==> config.mk <==
export PLATFORM = sky130hd
export DESIGN_NAME = float12_to_fixed
export DESIGN_NICKNAME = d
export VERILOG_FILES = /design/src/rtl/float12_to_fixed.sv
export SDC_FILE = /design/constraint.sdc
export NUM_CORES = 1
export LEC_CHECK = 0
export BUFFER_PORTS_ARGS = -buffer_cell sky130_fd_sc_hd__buf_4
export CORE_ASPECT_RATIO = 0.6
export CORE_MARGIN = 2
export CORE_UTILIZATION = 31
export DETAILED_ROUTE_END_ITERATION = 10
export PLACE_DENSITY = 0.47
export SYNTH_ARGS = -nofsm -noshare
export SYNTH_HDL_FRONTEND = slang
export SYNTH_SLANG_ARGS = --single-unit
==> constraint.sdc <==
create_clock -name clk_i -period 2.2 [get_ports clk_i]
set_input_delay 0.11 -clock clk_i [delete_from_list [all_inputs] [get_ports clk_i]]
set_output_delay 0.11 -clock clk_i [all_outputs]
set_load 0.005 [all_outputs]
==> src/rtl/float12_to_fixed.sv <==
// -----------------------------------------------------------------------------
// float12_to_fixed
//
// Converts the 12-bit float format of the float datapath (sign[11],
// exponent[10:6] biased 15, mantissa[5:0] with hidden 1) into signed
// two's-complement fixed point with FRAC_W fractional bits in OUT_W bits.
// Three register stages with valid/ready flow control; the magnitude is
// saturated symmetrically to +/-(2^(OUT_W-1)-1) and ovf_o flags it.
//
// Build option:
//   F2X_ROUND_EN  defined   -> round half away from zero (round bit only)
//                 undefined -> truncate magnitude (round toward zero)
//
// Ports:
//   clk_i    in   clock, rising edge
//   rst_n_i  in   asynchronous active-low reset
//   data_i   in   float12 operand
//   valid_i  in   data_i valid
//   ready_o  out  data_i accepted this cycle (= advance enable)
//   data_o   out  signed fixed-point result, scaled by 2^FRAC_W
//   ovf_o    out  result saturated, qualified by valid_o
//   valid_o  out  data_o / ovf_o valid
//   ready_i  in   downstream accepts data_o
// -----------------------------------------------------------------------------
module float12_to_fixed #(
    parameter int FRAC_W = 8,
    parameter int OUT_W  = 16
) (
    input  logic             clk_i,
    input  logic             rst_n_i,
    input  logic [11:0]      data_i,
    input  logic             valid_i,
    output logic             ready_o,
    output logic [OUT_W-1:0] data_o,
    output logic             ovf_o,
    output logic             valid_o,
    input  logic             ready_i
);

    // Largest left shift is e=31: sh = 10+FRAC_W, so a 7-bit significand
    // needs 17+FRAC_W bits. The path is also at least OUT_W bits so the
    // saturation limit is representable, plus one spare bit.
    localparam int MAG_A = 17 + FRAC_W;
    localparam int MAG_W = ((MAG_A > OUT_W) ? MAG_A : OUT_W) + 1;

    localparam logic [MAG_W-1:0] MAXM    = MAG_W'((64'd1 << (OUT_W - 1)) - 64'd1);
    localparam logic [OUT_W-2:0] MAXM_O  = {(OUT_W-1){1'b1}};
    localparam logic [6:0]       SH_FRAC = 7'(FRAC_W);

    // Round bit of a right shift by r (r >= 1): the MSB of the discarded
    // bits, which is zero once r exceeds the significand width.
    function automatic logic round_bit(input logic [6:0] m, input logic [6:0] r);
        logic [6:0] t;
        t = m >> (r - 7'd1);
        return t[0];
    endfunction

    logic adv_s;

    // Stage 1 registers
    logic       v1_q,    v1_d;
    logic       zero1_q, zero1_d;
    logic       sign1_q, sign1_d;
    logic [6:0] m1_q,    m1_d;
    logic [6:0] sh1_q,   sh1_d;     // two's complement, bit 6 = negative

    // Stage 2 registers
    logic             v2_q,    v2_d;
    logic             sign2_q, sign2_d;
    logic             ovf2_q,  ovf2_d;
    logic [OUT_W-2:0] mag2_q,  mag2_d;

    // Stage 3 registers (the outputs)
    logic             v3_q,    v3_d;
    logic             ovf3_q,  ovf3_d;
    logic [OUT_W-1:0] data3_q, data3_d;

    // Stage 2 datapath
    logic [MAG_W-1:0] m_ext_s;
    logic [6:0]       rsh_s;
    logic [MAG_W-1:0] mag_s;
    logic [MAG_W-1:0] mag_rnd_s;

    // Stage 3 datapath
    logic [OUT_W-2:0] mag_sat_s;

    // Whole pipe moves when the output slot is free or being drained.
    always_comb begin
        adv_s   = ready_i | ~v3_q;
        ready_o = adv_s;
    end

    // S1: split fields, flag flush-to-zero, compute signed shift amount.
    always_comb begin
        v1_d    = valid_i;
        zero1_d = (data_i[10:6] == 5'd0);
        sign1_d = data_i[11];
        m1_d    = {1'b1, data_i[5:0]};
        // e - 21 + FRAC_W taken modulo 128; bit 6 is the sign.
        sh1_d   = {2'b00, data_i[10:6]} + SH_FRAC - 7'd21;
    end

    // S2: barrel shift of the significand into the wide magnitude path.
    always_comb begin
        m_ext_s = {{(MAG_W-7){1'b0}}, m1_q};
        rsh_s   = 7'd0 - sh1_q;
        mag_s   = {MAG_W{1'b0}};
        if (zero1_q) begin
            mag_s = {MAG_W{1'b0}};
        end else if (!sh1_q[6]) begin
            mag_s = m_ext_s << sh1_q[5:0];
        end else begin
            mag_s = m_ext_s >> rsh_s;
        end
    end

`ifdef F2X_ROUND_EN
    logic rbit_s;

    // S2: add the round bit on right shifts (ties go up in magnitude).
    always_comb begin
        rbit_s = 1'b0;
        if (!zero1_q && sh1_q[6]) begin
            rbit_s = round_bit(m1_q, rsh_s);
        end else begin
            rbit_s = 1'b0;
        end
        mag_rnd_s = mag_s + {{(MAG_W-1){1'b0}}, rbit_s};
    end
`else
    // S2: truncation; the magnitude passes through unchanged.
    always_comb begin
        mag_rnd_s = mag_s;
    end
`endif

    // S2: overflow detect on the full-width rounded magnitude.
    always_comb begin
        v2_d    = v1_q;
        sign2_d = sign1_q & ~zero1_q;
        ovf2_d  = (mag_rnd_s > MAXM);
        mag2_d  = mag_rnd_s[OUT_W-2:0];
    end

    // S3: clip to the symmetric limit, then apply the sign.
    always_comb begin
        v3_d   = v2_q;
        ovf3_d = ovf2_q;
        if (ovf2_q) begin
            mag_sat_s = MAXM_O;
        end else begin
            mag_sat_s = mag2_q;
        end
        if (sign2_q) begin
            data3_d = {OUT_W{1'b0}} - {1'b0, mag_sat_s};
        end else begin
            data3_d = {1'b0, mag_sat_s};
        end
    end

    // Pipeline registers: all stages load together on advance, hold otherwise.
    always_ff @(posedge clk_i or negedge rst_n_i) begin
        if (!rst_n_i) begin
            v1_q    <= 1'b0;
            zero1_q <= 1'b0;
            sign1_q <= 1'b0;
            m1_q    <= 7'd0;
            sh1_q   <= 7'd0;
            v2_q    <= 1'b0;
            sign2_q <= 1'b0;
            ovf2_q  <= 1'b0;
            mag2_q  <= {(OUT_W-1){1'b0}};
            v3_q    <= 1'b0;
            ovf3_q  <= 1'b0;
            data3_q <= {OUT_W{1'b0}};
        end else if (adv_s) begin
            v1_q    <= v1_d;
            zero1_q <= zero1_d;
            sign1_q <= sign1_d;
            m1_q    <= m1_d;
            sh1_q   <= sh1_d;
            v2_q    <= v2_d;
            sign2_q <= sign2_d;
            ovf2_q  <= ovf2_d;
            mag2_q  <= mag2_d;
            v3_q    <= v3_d;
            ovf3_q  <= ovf3_d;
            data3_q <= data3_d;
        end else begin
            v1_q    <= v1_q;
            v2_q    <= v2_q;
            v3_q    <= v3_q;
        end
    end

    // Outputs come straight from the stage-3 registers.
    always_comb begin
        data_o  = data3_q;
        ovf_o   = ovf3_q;
        valid_o = v3_q;
    end

endmodule

==> results.toml <==
[logic_synthesis]
postSynthCellCount = 392
yosysSeqAreaShare_pct = 39.5
synth_ff_type = "dfrtp_1"
syn-num-nets = 412
ys_ff_latch = 53
synth_area_um2 = 3350
yosysTopAreaCell = "dfrtp_1"
synth_edf_count = 0
synth.distinct_cells = 60
avgSynthCellArea_um2 = 8.56
synthArstFlopShare_pct = 100
yosys_warnings = 0
netlist.area_leader.share_pct = 39.5
synthTopCellsByArea = "dfrtp_1 40%, nand2_1 7.9%, nor2_1 4.7%"

[route]
vias_per_cell = 5.32
drc = 0
postRouteWirelength_um = 9780
num_vias = 2999
wire_per_inst_um = 17.3
dr.pass1.iters = 5
drtAntennaViolNets = 0
drt_iter0_markers = 331

[placed_design]
port_buffers = 34
place_congestion = 0.879
pre_cts_slack_ns = 0.159
place_area_um2 = 3800
hpwl_um = 7240

[critical_path]
r2r-end = "ovf2_q$_DFFE_PN0P_"
crit_arrival_ns = 2.19
rrSetupSlack_ns = 0.14
worstPathMaxFanout = 17
crit_path_start_kind = "flip-flop"
crit_family = "multiplexers"
crit_required_ns = 2.33
crit_buf_inv = 1
path_cells = "buf_12, mux2_1, mux2i_1, nand3_1, o31ai_1, a41oi_1"
r2r_cells = 6
r2r-start = "sh1_q[0]$_DFFE_PN0P_"
cp_slowest_stage_delay_ns = 0.42
end_kind = "flip-flop"
crit_path_top_delay_cell = "dfrtp_1"
worstSetupPathType = "flip-flop to flip-flop"

[sta]
hold_viol = 0
fin_crit_sh_pct = 93.7
holdWs_ns = 0.00986
maxSlewHeadroom_pct = 51.8
final.setup.tns_ns = 0
min_period_ns = 2.06
max_freq_mhz = 485
setup_violations = 0
worst_pin_slew_ns = 0.723
final-max-slew-violation-count = 0
fin_ws_ns = 0.138
fin_worst_skew_ns = 0.00650
grt_setup_unrepaired = "no"

[worst_hold_path]
hp-class = "input port to flip-flop"
hp-start = "data_i[2]"
holdPathStages = 3
min_to = "m1_q[2]$_DFFE_PN0P_"

[cells_and_area]
multi_input_area_um2 = 1860
regArea_um2 = 1330
fill_cells = 1103
antennaDiodeCount = 0
finalNetCount = 444
drive_gt1_share_pct = 20.2
area_growth_syn_to_layout_pct = 18.9
design_area_um2 = 3990

[die]
ios = 35
design.die.area_um2 = 11700
fp.coreArea_um2 = 10600
rows = 29
start_util_pct = 31.8
fp.dieW_um = 138
dieHeight_um = 84.6

[clocking]
ctsHoldBuffers = 2
clock-root-buffer = "clkbuf_16"
insertion_delay_ns = 0.29
cts_tree = "done"
clkTransAtPathRegs_ns = 0.07
cts_buffer_depth = 2
ctsResizeCount = 0
cts_max_level = 2
postCtsSetupRepairBufs = 0
cts_buffers = 5
cts.sinks = 53

[power_and_ir_drop]
ir_worst_vdd_mv = 0.494
p_per_area_nw_per_um2 = 1320
power.total_uw = 5260
p_leak_uw = 0.00173

[run_status]
status = "finished clean"

[global_route]
antenna_found_initial = 0
grtUsageTotal_pct = 17.4
grt.overflow.total = 0
grt_pass1_vias = 2854
grt_max_degree = 54
grt_pass1_wl_um = 16100

[job]
max_cap_viol_count = 0
[per-layer routing]
metal / part of all wire (%) / vias to the layer above / wire (um) / global-route usage [%]
li1: - / 1448 / - / -
met1: 56 / 1449 / 5520 / 29.5
met2: 36 / 100 / 3560 / 22.0
met3: 6.9 / 2 / 671 / 3.88
met4: 0.26 / 0 / 25 / 2.32
met5: 0 / - / 0 / 0
[cells in the final DEF (no fill, tap or decap), types with 5 or more instances in the layout]
master      n
a21oi_1    27
a31oi_1     9
buf_4      50
clkbuf_16   5
dfrtp_1    53
inv_1       7
inv_2       5
mux2_2      6
mux2i_1     8
nand2_1    71
nand2b_1    5
nand3_1    10
nor2_1     42
nor3_1      9
o21ai_0     8
o21ai_1    21
o31ai_1     8
xnor2_1     6
[worst max path at each step]
| stage | startpoint | end | depth (start not counted) |
|---|---|---|---|
| after floorplan | sh1_q[0]$_DFFE_PN0P_ | mag2_q[0]$_DFFE_PN0P_ | 11 |
| after global placement | sh1_q[0]$_DFFE_PN0P_ | ovf2_q$_DFFE_PN0P_ | 6 |
| after detailed placement | sh1_q[0]$_DFFE_PN0P_ | ovf2_q$_DFFE_PN0P_ | 6 |
| after CTS | sh1_q[0]$_DFFE_PN0P_ | ovf2_q$_DFFE_PN0P_ | 6 |
| after global routing | sh1_q[0]$_DFFE_PN0P_ | mag2_q[0]$_DFFE_PN0P_ | 7 |
| final | sh1_q[0]$_DFFE_PN0P_ | ovf2_q$_DFFE_PN0P_ | 6 |
[report_power, final]
group | switching (uW) | internal [uW]
registers | 336 | 1310
logic | 1480 | 1210
clock network | 379 | 541
[synth_stat cells, types with 4 or more instances]
cell type,instances
buf_1,7
nand3_1,10
nor2_1,42
mux2i_1,8
buf_2,4
nand2b_1,5
clkbuf_1,14
mux2_2,6
a31oi_1,9
o21ai_1,21
inv_2,5
dfrtp_1,53
mux4_2,4
o31ai_1,8
nor3_1,9
ha_1,4
xnor2_1,6
a22o_1,4
inv_1,7
nand2_1,71
a21oi_1,27
o21ai_0,8
[per-stage QoR]
step                util [%]  cells
floorplan                  -    392
global placement        36.0    554
detailed placement      36.0    554
CTS                     37.8    564
global route            37.8    564
finish                  37.8    564
[worst reg2reg max path: stages (launching register included)]
cell and delay, ns:
dfrtp_1 0.42, buf_12 0.18, mux2_1 0.33, mux2i_1 0.37, nand3_1 0.14, o31ai_1 0.26, a41oi_1 0.20
[registers in the layout, summed over array words and instances, names as in the netlist]
| signal | cells |
|---|---|
| v1_q | 1 |
| data_o | 16 |
| valid_o | 1 |
| zero1_q | 1 |
| m1_q | 7 |
| mag2_q | 15 |
| sign2_q | 1 |
| ovf2_q | 1 |
| sign1_q | 1 |
| v2_q | 1 |
| ovf_o | 1 |
| sh1_q | 7 |
[area by class of cell]
class,instances,share of cell area [%]
Clock inverter,2,0.972
Inverter,12,1.13
Timing Repair Buffer,53,10.4
Multi-Input combinational cell,299,46.7
Tap cell,139,4.36
Sequential cell,53,33.2
Clock buffer,6,3.23
[cell families (layout without fill, tap and decap cells)]
group	after synthesis	count (layout)	synth area share [%]
XOR/XNOR	10	10	2.84
AO/OA/AOI/OAI	102	102	19.3
multiplexers	23	23	9.32
adder cells (fa/ha/maj)	4	4	1.49
buffers and inverters	40	73	5.19
flip-flops	53	53	39.5
AND/OR/NAND/NOR	160	160	22.3
No activity file was read; power rests on OpenSTA's default activity.
